$ cat src/rtl/bch_encoder.sv
// Serial systematic BCH(15,7,t=2) encoder: an LFSR over g(x) = x^8+x^7+x^6+x^4+1
// produces 8 parity bits in 7 cycles, and the result is presented as {msg, parity}.
module bch_encoder (
    input  logic        clk,
    input  logic        rst,
    input  logic        in_valid,
    output logic        in_ready,
    input  logic [6:0]  msg,
    output logic        out_valid,
    input  logic        out_ready,
    output logic [14:0] codeword
);

    typedef enum logic [1:0] {
        IDLE,
        SHIFT,
        DONE
    } state_t;

    state_t      state;
    state_t      state_next;
    logic [6:0]  msg_sr;
    logic [6:0]  msg_hold;
    logic [7:0]  par;
    logic [7:0]  par_next;
    logic [2:0]  cnt;
    logic        accept;
    logic        fb;

    // A finished word can be replaced in the same cycle it is handed off.
    assign in_ready  = (state == IDLE) || ((state == DONE) && out_ready);
    assign out_valid = (state == DONE);
    assign accept    = in_valid && in_ready;

    assign fb       = msg_sr[6] ^ par[7];
    assign par_next = {par[6:0], 1'b0} ^ (fb ? 8'hD1 : 8'h00);

    always_comb begin
        state_next = state;
        case (state)
            IDLE: begin
                if (accept) begin
                    state_next = SHIFT;
                end
            end
            SHIFT: begin
                if (cnt == 3'd6) begin
                    state_next = DONE;
                end
            end
            DONE: begin
                if (out_ready) begin
                    state_next = in_valid ? SHIFT : IDLE;
                end
            end
            default: state_next = IDLE;
        endcase
    end

    always_ff @(posedge clk or negedge rst) begin
        if (!rst) begin
            state <= IDLE;
        end else begin
            state <= state_next;
        end
    end

    // msg_hold keeps the systematic part, since msg_sr is consumed by shifting.
    always_ff @(posedge clk or negedge rst) begin
        if (!rst) begin
            msg_sr   <= 7'h00;
            msg_hold <= 7'h00;
            par      <= 8'h00;
            cnt      <= 3'd0;
            codeword <= 15'h0000;
        end else if (accept) begin
            msg_sr   <= msg;
            msg_hold <= msg;
            par      <= 8'h00;
            cnt      <= 3'd0;
        end else if (state == SHIFT) begin
            msg_sr <= {msg_sr[5:0], 1'b0};
            par    <= par_next;
            cnt    <= cnt + 3'd1;
            if (cnt == 3'd6) begin
                codeword <= {msg_hold, par_next};
            end
        end
    end

endmodule

$ cat config.mk
export PLATFORM = sky130hd
export DESIGN_NAME = bch_encoder
export DESIGN_NICKNAME = d
export VERILOG_FILES = /design/src/rtl/bch_encoder.sv
export SDC_FILE = /design/constraint.sdc
export NUM_CORES = 1
export LEC_CHECK = 0
export BUFFER_PORTS_ARGS = -buffer_cell sky130_fd_sc_hd__buf_2
export CORE_MARGIN = 4
export CORE_UTILIZATION = 55
export CTS_BUF_LIST = sky130_fd_sc_hd__clkbuf_16
export DETAILED_ROUTE_END_ITERATION = 7
export GPL_TIMING_DRIVEN = 0
export PLACE_DENSITY = 0.78
export RECOVER_POWER = 50
export SLEW_MARGIN = 20
export SYNTH_ARGS = -nofsm -noshare
export SYNTH_HDL_FRONTEND = slang
export SYNTH_SLANG_ARGS = --single-unit
$ cat constraint.sdc
create_clock -name clk -period 3.2 [get_ports clk]
set_input_delay 0.64 -clock clk [delete_from_list [all_inputs] [get_ports clk]]
set_output_delay 0.64 -clock clk [all_outputs]
set_load 0.02 [all_outputs]
==> run summary <==
Post-Route Setup TNS -> 0 ps
Tmin final -> 1910 ps
Yosys reg bits -> 42
Count of routing violations after the opening detailed-route iteration -> 43
Final setup skew -> 6.31 ps
Die Span X -> 64.3 um
CP Max Fanout -> 4
Cell with the largest stage delay on the worst path -> nand2b_1
Vias per Instance -> 5.38
Core footprint -> 0.00305 sq mm
Clock-pin slew reported for the worst setup and hold paths after clock tree synthesis -> 50 ps
Path length in cells of the critical path -> 4
Post-synthesis instance area -> 0.00174 sq mm
Predominant post-synthesis flop cell -> dfrtp_1
Routed wirelength normalized by instance count -> 15.7 um
Unrepaired setup endpoints after global routing -> no
Total Routed Length -> 3.41 mm
Capture point of the critical path -> in_ready
Power density of the placed cells -> 1110 mW/mm^2
Final Hold Viols -> 0
Layout cells sized above 1 -> 0.312
Tightest Hold Check Type -> flip-flop to flip-flop
Clock tree from TritonCTS -> yes
DR DRC count -> 0
Setup slack of the most critical reg-to-reg path -> 1510 ps
Via count of the first global-routing pass -> 1251
Achievable Freq -> 525 MHz
Number of buffers inserted for hold repair after clock tree synthesis -> 0
Top library cells by usage in the layout, fill and taps aside -> dfrtp_1 (42), buf_2 (24), mux2_2 (18), nand2_1 (16), o21ai_0 (12)
Y dimension of the die -> 64.3 um
Max capacitance violation total -> 0
Total power draw -> 0.00229 W
VDD IR max -> 0.578 mV
Number of enable-type register cells in the synthesized netlist -> 0
Status -> finished clean
Count of yosys warnings during synthesis -> 0
Top-Level Pins -> 28
CP max stage delay -> 190 ps
Fin Hold WS -> 474 ps
Die outline area -> 0.00413 sq mm
End of the worst register-to-register path -> par[0]
Global-route wire length before repair -> 5.87 mm
Ordered cell list for the critical path -> buf_2 -> nand2b_1 -> and2b_1 -> buf_2
Critical path class -> input port to output pin
R2R depth -> 5
Placed standard-cell area -> 0.00193 sq mm
Total grt overflow -> 0
Fin util -> 0.676
Final #Nets -> 185
Relative max-transition margin -> 0.388
Share of the synthesized area in the top cell type -> 0.603
N_diodes -> 0
Final RePlAce weighted congestion -> 0.735
Leakage power figure -> 0.978 nW
Number of nets produced by synthesis -> 151
Vias -> 1167
TritonRoute pass-1 iters -> 4
Maximum count of clock buffers along a single path -> 2
Setup bufs post-CTS -> 0
Max H-tree Level -> 2
Synth Instances -> 138
Most frequent standard cell in the layout excluding fill and tap cells -> dfrtp_1
Data required time at the worst endpoint -> 2560 ps
CP startpoint kind -> input port
Antenna violations before repair -> 0
Cell family with the largest share of critical-path delay -> simple AND/OR/NAND/NOR gates
Per-instance average area after synthesis -> 12.6 sq um
Finish-stage setup viols -> 0
Worst-margin pin slew -> 918 ps
Most common cell type on the critical path -> buf_2
# port buffers -> 27
Bufs and invs on worst path -> 2
ANT nets after route -> 0
Launching instance or port of the critical path -> out_ready
Number of sinks driven by the clock tree -> 42
Area added between synthesis and finish -> 18.5%
Post-synthesis async set-or-reset flop share -> 1.00
Initial core utilization -> 0.570
Largest net degree at the start of global routing -> 43
Clock latency reported for the late side of the worst-skew pair -> 290 ps
Cell Rows -> 20
Area of all placed cells without fillers -> 0.00206 sq mm
Buffer cell driving the clock tree root -> clkbuf_16
Share of the yosys chip area belonging to registers -> 0.603
Max-slew violation count -> 0
Hpwl dp -> 2.23 mm
Library cells used by synthesis -> 29
Crit end category -> output pin
Global router's overall resource usage -> 0.191
Gates resized, CTS repair -> 0
Final Cycle Share -> 0.596
Launch instance of the worst register-to-register path -> state[0]
Arrival time worst endpoint -> 1270 ps
Number of buffers inserted during clock tree synthesis -> 5
Cell type with the highest aggregate area in the netlist -> dfrtp_1
Main area contributors after synthesis -> dfrtp_1 (60%), mux2_2 (12%), o21ai_0 (3.4%), nand2_1 (3.4%), a221o_1 (2.9%)
## registers in the layout, indices dropped and copies added, names as in the netlist
| register | cells |
|---|---|
| msg_hold | 7 |
| par | 8 |
| state | 2 |
| codeword | 15 |
| msg_sr | 7 |
| cnt | 3 |
## layer usage
| metal | share of wire | vias to the layer above | wire length (um) | GRT usage |
|---|---|---|---|---|
| met5 | 0 | - | 0 | 0 |
| met1 | 0.43 | 590 | 1470 | 0.224 |
| met2 | 0.50 | 24 | 1710 | 0.321 |
| li1 | - | 546 | - | - |
| met3 | 0.051 | 7 | 173 | 0.0650 |
| met4 | 0.018 | 0 | 62 | 0.0792 |
## logic make-up (layout without fill, tap and decap cells)
kind of cell,Yosys count,in the layout,synth area share
AOI/OAI and AO/OA,26,26,0.0970
xor gates and xnor gates,6,6,0.0302
adders and majority gates,2,2,0.0144
buffers and inverters,10,45,0.0323
DFF,42,42,0.603
muxes,19,19,0.122
and+or+nand+nor,33,33,0.101
## cells in the mapped netlist, types with 2 or more instances
library cell and n:
dfrtp_1 42, mux2_2 18, nand2_1 16, o21ai_0 12, a221o_1 5, and2_1 5, o22ai_1 4, xor2_1 4
a21oi_1 3, buf_2 3, inv_1 3, buf_6 2, clkbuf_1 2, ha_1 2, or2b_1 2, xnor2_1 2
## how the worst min path moves through the flow
stage	startpoint	slack, ps	cells past startpoint	endpoint
after floorplan	rst	340	0	cnt[0]
after global placement	codeword[0]	460	2	codeword[0]
after detailed placement	codeword[0]	460	2	codeword[0]
after CTS	codeword[0]	480	2	codeword[0]
after global routing	codeword[0]	490	2	codeword[0]
final	codeword[0]	470	2	codeword[0]
## final cells by class
class,count,area [sq um]
Buffer,7,43.8
Clock buffer,5,125
Fill cell,242,990
Sequential cell,42,1050
Clock inverter,3,16.3
Inverter,3,11.3
Timing Repair Buffer,27,129
Multi-Input combinational cell,86,632
Tap cell,44,55.1
## where the power goes
group	switching, W	internal [W]
clock	0.000197	0.000284
combinational	0.000477	0.000398
sequential	0.000154	0.000782
## through the flow
stage                     setup slack [ps]  std cells
final                                 1290        217
after global routing                  1260        217
after CTS                             1300        217
after detailed placement              1320        209
after global placement                1340        209
after floorplan                       1530        138
## worst register-to-register path, stage by stage (launching register included)
cell,delay (ps)
dfrtp_1,450
nor2b_1,260
and2_4,190
buf_6,120
clkbuf_1,360
o22ai_1,170
No activity file was read; power rests on OpenSTA's default activity.
